## config.mk

```make
export PLATFORM = sky130hd
export DESIGN_NAME = argmax_stream
export DESIGN_NICKNAME = d
export VERILOG_FILES = /design/src/rtl/nn_pkg.sv /design/src/rtl/argmax_stream_score_gt.sv /design/src/rtl/argmax_stream.sv
export SDC_FILE = /design/constraint.sdc
export NUM_CORES = 1
export LEC_CHECK = 0
export BUFFER_PORTS_ARGS = -buffer_cell sky130_fd_sc_hd__buf_2
export CAP_MARGIN = 40
export CELL_PAD_IN_SITES_DETAIL_PLACEMENT = 1
export CELL_PAD_IN_SITES_GLOBAL_PLACEMENT = 2
export CORE_MARGIN = 3
export CORE_UTILIZATION = 37
export CTS_BUF_LIST = sky130_fd_sc_hd__clkbuf_4
export DETAILED_ROUTE_END_ITERATION = 8
export HOLD_SLACK_MARGIN = 0.12
export PLACE_DENSITY = 0.95
export RECOVER_POWER = 25
export REMOVE_ABC_BUFFERS = 1
export SLEW_MARGIN = 10
export SYNTH_ARGS = -nofsm -noshare
export SYNTH_HDL_FRONTEND = slang
export SYNTH_HIERARCHICAL = 1
export SYNTH_SLANG_ARGS = --single-unit
```

## constraint.sdc

```tcl
create_clock -name clk -period 5 [get_ports clk]
set_input_delay 0 -clock clk [delete_from_list [all_inputs] [get_ports clk]]
set_output_delay 0 -clock clk [all_outputs]
set_load 0.005 [all_outputs]
```

## src/rtl/nn_pkg.sv

```systemverilog
// Shared constants and types for the classifier output stage.
package nn_pkg;

  localparam int NN_SCORE_W = 8;
  localparam int NN_CLASSES = 10;

  typedef enum logic {
    ACC  = 1'b0,
    DONE = 1'b1
  } argmax_state_t;

endpackage : nn_pkg

```

## src/rtl/argmax_stream_score_gt.sv

```systemverilog
// Strict greater-than on two scores, unsigned or two's complement by parameter.
module score_gt #(
  parameter int DATA_W = 8,
  parameter bit SIGNED = 1'b0
) (
  input  logic [DATA_W-1:0] a_i,
  input  logic [DATA_W-1:0] b_i,
  output logic              gt_o
);

  generate
    if (SIGNED) begin : g_signed
      assign gt_o = $signed(a_i) > $signed(b_i);
    end else begin : g_unsigned
      assign gt_o = a_i > b_i;
    end
  endgenerate

endmodule : score_gt

```

## src/rtl/argmax_stream.sv

```systemverilog
// Serial argmax over a valid/ready score stream; one registered result per vector.
//   state | meaning
//   ACC   | accepting scores, tracking running max and its index
//   DONE  | holding the result until the consumer takes it
module argmax_stream
  import nn_pkg::*;
#(
  parameter int DATA_W = NN_SCORE_W,
  parameter int MAX_N  = 16,
  parameter int IDX_W  = $clog2(MAX_N),
  parameter bit SIGNED = 1'b0
) (
  input  logic              clk,
  input  logic              rst,
  input  logic              in_valid,
  output logic              in_ready,
  input  logic [DATA_W-1:0] in_data,
  input  logic              in_last,
  output logic              out_valid,
  input  logic              out_ready,
  output logic [IDX_W-1:0]  out_idx,
  output logic [DATA_W-1:0] out_max,
  output logic [IDX_W:0]    out_count,
  output logic              out_ovf
);

  argmax_state_t     state_q, state_d;
  logic [IDX_W-1:0]  cnt_q, cnt_d;
  logic [DATA_W-1:0] max_q, max_d;
  logic [IDX_W-1:0]  idx_q, idx_d;
  logic [IDX_W-1:0]  oidx_q, oidx_d;
  logic [DATA_W-1:0] omax_q, omax_d;
  logic [IDX_W:0]    ocnt_q, ocnt_d;
  logic              oovf_q, oovf_d;

  logic accept;
  logic first;
  logic at_cap;
  logic gt;

  score_gt #(
    .DATA_W (DATA_W),
    .SIGNED (SIGNED)
  ) u_gt (
    .a_i  (in_data),
    .b_i  (max_q),
    .gt_o (gt)
  );

  assign accept = in_valid && (state_q == ACC);
  assign first  = (cnt_q == '0);
  assign at_cap = (cnt_q == IDX_W'(MAX_N - 1));

  always_comb begin
    state_d = state_q;
    cnt_d   = cnt_q;
    max_d   = max_q;
    idx_d   = idx_q;
    oidx_d  = oidx_q;
    omax_d  = omax_q;
    ocnt_d  = ocnt_q;
    oovf_d  = oovf_q;
    if (accept) begin
      cnt_d = cnt_q + 1'b1;
      if (first || gt) begin
        max_d = in_data;
        idx_d = first ? '0 : cnt_q;
      end
      // Terminating beat is folded into the result; cnt restarts so overflow leftovers form a new vector.
      if (in_last || at_cap) begin
        state_d = DONE;
        cnt_d   = '0;
        oidx_d  = idx_d;
        omax_d  = max_d;
        ocnt_d  = {1'b0, cnt_q} + 1'b1;
        oovf_d  = at_cap && !in_last;
      end
    end else if ((state_q == DONE) && out_ready) begin
      state_d = ACC;
      cnt_d   = '0;
    end
  end

  always_ff @(posedge clk) begin
    if (rst) begin
      state_q <= ACC;
      cnt_q   <= '0;
      max_q   <= '0;
      idx_q   <= '0;
      oidx_q  <= '0;
      omax_q  <= '0;
      ocnt_q  <= '0;
      oovf_q  <= 1'b0;
    end else begin
      state_q <= state_d;
      cnt_q   <= cnt_d;
      max_q   <= max_d;
      idx_q   <= idx_d;
      oidx_q  <= oidx_d;
      omax_q  <= omax_d;
      ocnt_q  <= ocnt_d;
      oovf_q  <= oovf_d;
    end
  end

  assign in_ready  = (state_q == ACC);
  assign out_valid = (state_q == DONE);
  assign out_idx   = oidx_q;
  assign out_max   = omax_q;
  assign out_count = ocnt_q;
  assign out_ovf   = oovf_q;

endmodule : argmax_stream

```

Yosys cells after proc, flatten, opt, wreduce, memory -nomap -nowiden
Cells that the tools add are included.
W data, S select, Z words.
{"block": "totals", "input_bits": 13, "out_inout_bits": 20, "reg_bits": 35, "wordCells": 33}
{"block": "op_classes", "n_addsub": 2, "mux": 9, "bitwise_logic": 1, "n_eq_ne": 2, "n_lt_le_gt_ge": 1, "reduce_logical": 10}
{"cell": "$mux W4", "n": 5}
{"cell": "$gt A8 B8 Y1", "n": 1}
{"cell": "$mux W8", "n": 1}
{"cell": "$add A4 B1 Y5 const B", "n": 1}
{"cell": "$add A4 B1 Y4 const B", "n": 1}
{"cell": "$eq A4 B4 Y1 const B", "n": 1}
{"cell": "$logic_not A4 Y1", "n": 1}
{"cell": "$reduce_and A2 Y1", "n": 2}
{"cell": "$logic_and A1 B1 Y1", "n": 3}
{"cell": "$mux W1", "n": 3}
{"cell": "$logic_or A1 B1 Y1", "n": 2}
{"cell": "$ne A2 B1 Y1 const B", "n": 1}
{"cell": "$reduce_bool A2 Y1", "n": 1}
{"cell": "$logic_not A1 Y1", "n": 1}
{"cell": "$not A1 Y1", "n": 1}

Depth between registers and ports, before layout
Gate-level depths: netlist (run 1).
{"block": "logic_depth", "depth_word": 4, "mapped_depth": 10, "mapped_depth_nobuf": 9}

Modules after synthesis
The synthesis (run 1) kept the hierarchy.
{"module": "argmax_stream", "n_inst": 1, "area_each_um2": 1675.4, "seq_area_each_um2": 700.7, "cells_each": 190}
{"module": "score_gt", "n_inst": 1, "area_each_um2": 216.5, "seq_area_each_um2": 0.0, "cells_each": 27}

Worst setup path before layout (run 1)
No wires, ideal clock.
{"block": "synth_timing", "kind": "reg-to-reg", "startpoint": "reg max_q[1]", "endpoint": "reg oidx_q[2], in the netlist out_idx[2]", "stages_incl_launch_ff": 11, "t_arrival_ns": 1.881, "setup_ns": 0.101, "slack_ns": 3.018, "required_ns": 4.899, "path_buffers": 1, "synth_period_minus_slack_ns": 1.982, "path_cell_list": "dfxtp_1 -> inv_1 -> ha_1 -> nor2b_4 -> o211ai_2 -> a21oi_2 -> o22a_1 -> inv_1 -> clkbuf_1 -> a21oi_1 -> o41ai_1"}
{"block": "synth_via", "elab_chain_len": 3}
{"element": "start, declared", "line": "argmax_stream.sv:29", "text": "logic [DATA_W-1:0] max_q, max_d;"}
{"element": "start signal, assigned", "line": "argmax_stream.sv:97", "text": "max_q <= max_d;"}
{"element": "$gt A8 B8 Y1", "line": "argmax_stream_score_gt.sv:15", "text": "assign gt_o = a_i > b_i;"}
{"element": "net gt", "line": "argmax_stream.sv:39", "text": "logic gt;"}
{"element": "$logic_or A1 B1 Y1", "line": "argmax_stream.sv:65", "text": "if (first || gt) begin"}
{"element": "$mux W4", "line": "argmax_stream.sv:65"}
{"element": "end signal, assigned", "line": "argmax_stream.sv:99", "text": "oidx_q <= oidx_d;"}
{"element": "end, declared", "line": "argmax_stream.sv:31", "text": "logic [IDX_W-1:0] oidx_q, oidx_d;"}
The timed path passes the listed nets, and every way through them passes these cells.
A chain may end at the register's enable or synchronous reset.

Worst setup path after layout (run 1)
{"block": "layout_timing", "startpoint": "reg max_q[1]", "endpoint": "reg idx_q[2]"}
{"block": "layout_via", "elab_chain_len": 3}
{"element": "$gt A8 B8 Y1", "line": "argmax_stream_score_gt.sv:15"}
{"element": "net gt", "line": "argmax_stream.sv:39"}
{"element": "$logic_or A1 B1 Y1", "line": "argmax_stream.sv:65"}
{"element": "$mux W4", "line": "argmax_stream.sv:65"}
{"element": "end signal, assigned", "line": "argmax_stream.sv:98", "text": "idx_q <= idx_d;"}
{"element": "end, declared", "line": "argmax_stream.sv:30", "text": "logic [IDX_W-1:0] idx_q, idx_d;"}
The timed path passes the listed nets, and every way through them passes these cells.

==> impl_results.md, run 1 <==
* Initial antenna violation count at 0
* Mean area per synthesized cell at 8.72 sq um
* Post-synthesis sequential area ratio at a little under two fifths
* Cts bufs inserted at 5
* DRT iter0 DRCs at 88
* Leak at 0.874 nW
* FMAX at 354 MHz
* Critical Path RT at approximately 5200 ps
* Count of final setup violators at 0
* Vias in the first global route at between 1.5k and 2k
* Buf/Inv on CP at 2
* IO buf count at 32
* Clock Latency Late Sink at ~350 ps
* Antenna cell count at 0
* CP max-delay cell: a21oi_2
* Worst setup EP type: register
* Final ANT Viol Nets at 0
* Max stage delay on crit path at approximately 650 ps
* Slew HR at 50.6%
* CTS sink count at 35
* Die area at roughly 6000 sq um
* Layout cell share with drive strength beyond 1 at a little under a fifth
* Gr usage total at about 17%
* Nets@finish at approximately 280
* Post-synth cell types at 36
* Setup slack after layout at between 2000 and 2500 ps
* Chip width at 77.5 um
* Setup_tns at 0 ps
* # H-tree levels at 2
* Minimum clock period at 2820 ps
* Critical Path AT at between 3000 and 4000 ps
* Status: complete, no violations
* HP Class: in -> reg
* Highest metal used: met4
* Sequential cell area at about 700 sq um
* Crit path cell chain: inv_1, ha_1, nor2b_4, o211ai_2, a21oi_2, o22a_1, inv_1, a21oi_2, o21ai_0
* DR WL met3 at 183 um
* Via count at 1703
* Pre-CTS setup slack at 2170 ps
* Synthesis-to-finish area growth at 18.4%
* Maximum clock insertion buffer count at 2
* Startpoint class of the critical path: register
* Unrepaired setup endpoints after global routing: false
* CP delay by family, top: compound AO/OA/AOI/OAI gates
* Synth Instances at between 200 and 250
* Fillers at approximately 600
* Placer congestion estimate at about 0.84
* Routed wl met2 at roughly 2300 um
* Cell area power density at between 200 and 300 nW/um^2
* Mapped Area at approximately 1900 sq um
* Max-Cap Viols at 0
* Row count at 25
* CTS root buf: clkbuf_4
* Post-DR vias/cell at roughly 5.3
* CTS tree: built
* CTS clk-pin slew, worst paths at about 120 ps
* HPWL Detailed at 3350 um
* GRT overflow at 0
* Maximum VDD drop at approximately 120 uV
* Final period util at a little under three fifths
* Worst slew pin tran at between 700 and 800 ps
* Final worst clock skew at between 8 and 9 ps
* Detailed-routing wirelength on met1 at between 2000 and 2500 um
* Footprint of the multi-input gates at roughly 1100 sq um
* Final wirelength at 4930 um
* Die H at ~78 um
* Starting Density at ~40%
* Ports at 33
* Core area at 4820 sq um
* WS Path Type: reg -> reg
* Synthesis-stage register bit count at 35
* Drt first pass iters at 4
* Critical path fanouts, max at 14
* Max Slew Vio Count at 0
* Largest net degree at the start of global routing at 48
* Final hold vios at 0
* Yosys warns at 6
* First-pass GRT wire length at around 8200 um
* # DRC at 0
* Wire per inst at roughly 15 um
synth_stat cells:
master	n	area, sq um
a211oi_1	3	22.5
a21oi_1	26	130
a21oi_2	2	17.5
a311oi_1	9	78.8
a31o_2	1	8.76
a31oi_1	1	6.26
a32oi_1	1	8.76
and3_1	1	6.26
buf_2	5	25.0
buf_6	3	33.8
clkbuf_1	7	26.3
dfxtp_1	35	701
ha_1	10	125
inv_1	13	48.8
mux2_2	2	22.5
mux2i_1	10	100
nand2_1	9	33.8
nand2b_1	24	150
nand3_1	15	75.1
nand4_1	3	18.8
nand4_2	1	12.5
nand4b_1	1	8.76
nor2_1	3	11.3
nor2_2	1	6.26
nor2b_1	3	18.8
nor2b_4	1	13.8
nor3b_1	1	7.51
nor3b_2	1	12.5
o211ai_2	1	12.5
o21ai_0	17	85.1
o22a_1	1	8.76
o32ai_1	1	8.76
o41ai_1	2	17.5
or3b_4	1	11.3
xnor2_1	1	8.76
xor2_1	1	8.76
worst paths after layout:
path | from | cells after the start | slack (ps) | to
hold reg to reg | idx_q[1]$_SDFFE_PP0P_ | 2 | 480 | idx_q[1]$_SDFFE_PP0P_
hold / removal | rst | 2 | 200 | cnt_q[1]$_SDFFE_PP0P_
setup / recovery | max_q[1]$_SDFFE_PP0P_ | 9 | 2180 | idx_q[2]$_SDFFE_PP0P_
setup reg to reg | max_q[1]$_SDFFE_PP0P_ | 9 | 2180 | idx_q[2]$_SDFFE_PP0P_
metal layers:
metal  up-vias  track usage (%)
li1        849                -
met1       816             21.1
met2        32             29.2
met3         6             3.83
met4         0             4.27
met5         -                0
stage by stage:
step | instance area [sq um] | cells | utilization, % | hold slack, ps | total power [W]
finish | 2240 | 321 | 46.5 | 204 | 0.000620
global route | 2240 | 321 | 46.5 | 219 | 0.000658
CTS | 2240 | 321 | 46.6 | 191 | 0.000626
detailed placement | 2060 | 302 | 42.7 | 260 | 0.000415
global placement | 2060 | 302 | 42.7 | 258 | 0.000413
floorplan | 1810 | 202 | - | 69.1 | 0.000373
cell usage in the layout, fill, tap and decap left out, types with 2 or more instances in the layout:
cell type	count
o21ai_0	17
o41ai_1	2
clkbuf_4	5
a211oi_1	3
a21oi_1	26
dlygate4sd3_1	11
nor2_1	3
mux2_2	2
mux2i_1	10
dfxtp_1	35
clkbuf_1	4
a311oi_1	9
inv_1	13
a21oi_2	2
nand2_1	9
nand4_1	3
buf_2	28
ha_1	10
nor2b_1	3
nand3_1	15
nand2b_1	24
registers in the layout, summed over array words and instances, names as in the netlist:
register / count
cnt_q: 4
idx_q: 4
max_q: 8
out_count: 5
out_idx: 4
out_max: 8
out_ovf: 1
out_valid: 1
cell families (layout without fill, tap and decap cells):
| kind of cell | count (synthesis) | count (layout) | synth area share [%] |
|---|---|---|---|
| AO/OA/AOI/OAI | 65 | 65 | 21.4 |
| XOR/XNOR | 2 | 2 | 0.926 |
| adder cells (fa/ha/maj) | 10 | 10 | 6.61 |
| buffers and inverters | 28 | 65 | 7.08 |
| flip-flops | 35 | 35 | 37.0 |
| multiplexers | 12 | 12 | 6.48 |
| AND/OR/NAND/NOR | 65 | 65 | 20.4 |
where the power goes:
part / switching, W / total, W / internal, W / leakage, nW
registers: 0.00000861 / 0.000300 / 0.000291 / 0.286
clock network: 0.000102 / 0.000205 / 0.000103 / 0.0426
logic: 0.0000675 / 0.000115 / 0.0000477 / 0.546
area by class of cell:
| class | count | area share (%) |
|---|---|---|
| inverter | 13 | 2.18 |
| sequential | 35 | 31.3 |
| tap | 67 | 3.74 |
| timing repair buffer | 44 | 12.2 |
| clock inverter | 3 | 1.73 |
| clock buffer | 5 | 1.68 |
| multi-input combinational | 154 | 47.2 |
timing repair:
action                                 CTS  global route
setup buffers                            0             0
gates resized for setup                  0             0
hold buffers                            11             0
endpoints found under the hold margin   23             0
(Power assumes the default switching activity.)
==> run 2: changes to the inputs <==
Settings changed: ABC_AREA set to 1, CORE_UTILIZATION 37 to 28, PLACE_DENSITY 0.95 to 0.89.
Clock period 5 ns to 2.4 ns, I/O delays scaled along.
==> run 2 against run 1 <==
- final area rose by 6.2%
- via count rose by 16%
- critical endpoint is now out_max[1]$_SDFFE_PP0P_
- routed wire length rose by 5.6%
- worst hold slack improved by 270 ps
- sequential share of layout area fell by 1.8 points
- critical path depth rose by 3
- cell count rose by 40%
- non-clock buffer count rose by 3
- sequential power rose by 110%
- largest power group unchanged
- flip-flop and latch count did not move
==> impl_results.md, run 2 <==
* Status: complete, no violations
* Largest net degree at the start of global routing at 21
* WHS Path Cells at 2
* Seq pwr share at around 50%
* Worst setup EP type: register
* Maximum VDD drop at approximately 190 uV
* Final instance area at between 2000 and 2500 sq um
* Cell area power density at between 500 and 600 nW/um^2
* Most common cell in the netlist: nand2_1
* Setup_tns at 0 ps
* Post-synthesis sequential area ratio at a little over a third
* Synthesis-to-finish area growth at 19.1%
* Yosys warns at 6
* Die H at 90.5 um
* Sequential cell area at 701 sq um
* Post-synth cell types at 18
* Gr usage total at 13.3%
* Synth Instances at around 310
* Startpoint class of the critical path: register
* Synthesis-stage register bit count at 35
* Worst slew pin tran at 564 ps
* Ports at 33
* Clock share of power at a little over a quarter
* Power Internal at about 0.00085 W
* HP Class: reg -> reg
* FMAX at about 480 MHz
* IO buf count at 32
* CTS resizes at 0
* Leading cell type in the layout, fill and taps excluded: nand2_1
* Placer congestion estimate at 0.760
* Most frequent cells in the layout: 88 x nand2_1, 60 x inv_1, 35 x dfxtp_1, 33 x nand3_1, 31 x a21oi_1
* Die area at 8180 sq um
* Hold EP: out_ovf$_SDFFE_PP0P_
* HPWL Detailed at about 3700 um
* Unrepaired setup endpoints after global routing: false
* First-pass GRT wire length at approximately 9100 um
* Post-CTS setup buffer count at 0
* Max-Cap Viols at 0
* Max stage delay on crit path at around 380 ps
* Area post-placement at roughly 2200 sq um
* Minimum clock period at 2100 ps
* # H-tree levels at 2
* Yosys top cell area share at 35.1%
* Post-synthesis simple-gate area fraction at about a third
* Buf/Inv on CP at 3
* # DRC at 0
* Met1 usage at between 15 and 20%
* Final hold vios at 0
* CP max-delay cell: dfxtp_1
* Mapped Area at 2000 sq um
* Chip width at a little over 90 um
* Post-Layout Cell Count at ~450
* Maximum clock insertion buffer count at 2
* Logic pwr share at 23.1%
* Critical Path AT at around 2300 ps
* Asr flop ratio synth at 0%
* Crit path cell chain: inv_1, ha_1, nand2_1, nor2_2, nand3_1, nor2_1, a21oi_1, inv_1, buf_4, nand3_1, nand2_1, a21oi_1
* Post-DR vias/cell at about 4.4
* Hold Crit Start: out_ovf$_SDFFE_PP0P_
* CTS root buf: clkbuf_4
* Largest cells by area after synthesis: dfxtp_1 35%, nand2_1 17%, inv_1 11%, nand3_1 8.3%, a21oi_1 7.8%
* CTS clk-pin slew, worst paths at 120 ps
* Busiest grt layer: met2
* Compound-Gate Fraction of Synth Area at between 10% and 20%
* Via count at approximately 2.0k
* Count of final setup violators at 0
* Layout cell share with drive strength beyond 1 at between 10% and 20%
* Initial antenna violation count at 0
* Final wirelength at around 5200 um
* Top_reg_cell synth: dfxtp_1
* Drt first pass iters at 4
* GRT overflow at 0
* CTS sink count at 35
* Nets@finish at 375
* Starting Density at 29.1%
* Leak at 1.26 nW
* DRT iter0 DRCs at 70
* Vias in the first global route at 1992
* Setup slack, reg-to-reg at about 300 ps
* Wire per inst at roughly 12 um
* Cts bufs inserted at 5
* Footprint of the multi-input gates at just under 1000 sq um
* Reg2reg path depth at 12
* Switching share of total power at between 30% and 40%
* Final ANT Viol Nets at 0
* Mean area per synthesized cell at between 6 and 7 sq um
* Main combinational cell family by area after synthesis: simple AND/OR/NAND/NOR gates
* Fillers at around 940
* WS Path Type: reg -> reg
* Core area at approximately 6900 sq um
* CP delay by family, top: buffers and inverters
* Switching power at around 0.00042 W
* Grt met2 use at roughly a quarter
* Slew HR at around 62%
* Final Util at roughly a third
* CTS tree: built
* Critical path fanouts, max at 15
* Critical Path RT at around 2600 ps
* Final worst clock skew at between 15 and 20 ps
* FF-to-FF End: out_max[1]$_SDFFE_PP0P_
* Max Slew Vio Count at 0
* Final period util at between 80 and 90%
* Post-synth EDFFs at 0
* Mux cell area share after synthesis at 0%
* Clock Latency Late Sink at around 350 ps
* Worst r2r src: max_q[7]$_SDFFE_PP0P_
* Met3 global-route usage at roughly 1.8%
* Post-Synth Adder-Cell Area at under 10%
* Most frequent cells after synthesis: 88 x nand2_1, 60 x inv_1, 35 x dfxtp_1
* Final Total Pwr at 0.00128 W
* XOR/XNOR share of the synthesized area at 0%
* Row count at 30
* Area leader, netlist: dfxtp_1
* Antenna cell count at 0
* Placed cell count at between 400 and 500
==> run 2: changes by cell type in the layout (fill, tap and decap cells not counted), moves of 3 or more <==
cell	previous run	this run
a211oi_1	3	0
inv_1	13	60
nor2_1	3	21
mux2i_1	10	0
nand2b_1	24	0
nand3_1	15	33
a21oi_1	26	31
a311oi_1	9	0
nand2_2	0	3
nand2_1	9	88
o21ai_0	17	10
nor2b_1	3	0
==> run 2: cell families after synthesis <==
logic type      count (synthesis)
compound gates                 42
fa+ha+maj                      10
buf+inv                        76
flops                          35
simple gates                  149
==> run 2: stage by stage <==
stage,setup WS [ps],hold slack [ps]
floorplan,461,69.1
global placement,395,281
detailed placement,323,286
CTS,273,482
global route,7.46,511
finish,304,473
==> run 2: how the worst max path moves through the flow <==
stage | startpoint | end | cells past startpoint
after floorplan | max_q[7]$_SDFFE_PP0P_ | idx_q[3]$_SDFFE_PP0P_ | 13
after global placement | max_q[7]$_SDFFE_PP0P_ | out_max[1]$_SDFFE_PP0P_ | 12
after detailed placement | max_q[7]$_SDFFE_PP0P_ | out_max[4]$_SDFFE_PP0P_ | 12
after CTS | max_q[7]$_SDFFE_PP0P_ | out_max[1]$_SDFFE_PP0P_ | 12
after global routing | max_q[7]$_SDFFE_PP0P_ | max_q[7]$_SDFFE_PP0P_ | 13
final | max_q[7]$_SDFFE_PP0P_ | out_max[1]$_SDFFE_PP0P_ | 12
==> run 2: worst min-delay path: stages, from the launching register on <==
cell	delay, ps
dfxtp_1	330
inv_1	50
a21oi_1	60
==> run 2: routing by layer <==
metal  vias up  part of all wire, %
li1       1029                    -
met1       912                   48
met2        26                   49
met3         6                  2.1
met4         0                  1.5
met5         -                    0
==> run 2: power groups by stage <==
stage / Clock [W] / Combinational [W] / Sequential [W]
after floorplan: 0 / 0.000181 / 0.000653
after global placement: 0 / 0.000277 / 0.000653
after detailed placement: 0 / 0.000286 / 0.000655
after global routing: 0.000372 / 0.000347 / 0.000647
after CTS: 0.000360 / 0.000304 / 0.000642
final: 0.000343 / 0.000295 / 0.000641
==> run 2: final cells by class <==
type                    count  area share (%)
flip-flops and latches     35            29.5
clock inverters             2           0.526
repair buffers             47            12.6
well taps                  96            5.05
inverters                  62            9.78
clock buffers               6            1.89
multi-input cells         201            40.7
==> run 2: what timing repair did <==
action	in CTS	in global routing
hold endpoints to repair	23	0
setup endpoints to repair	0	0
hold buffers	13	0
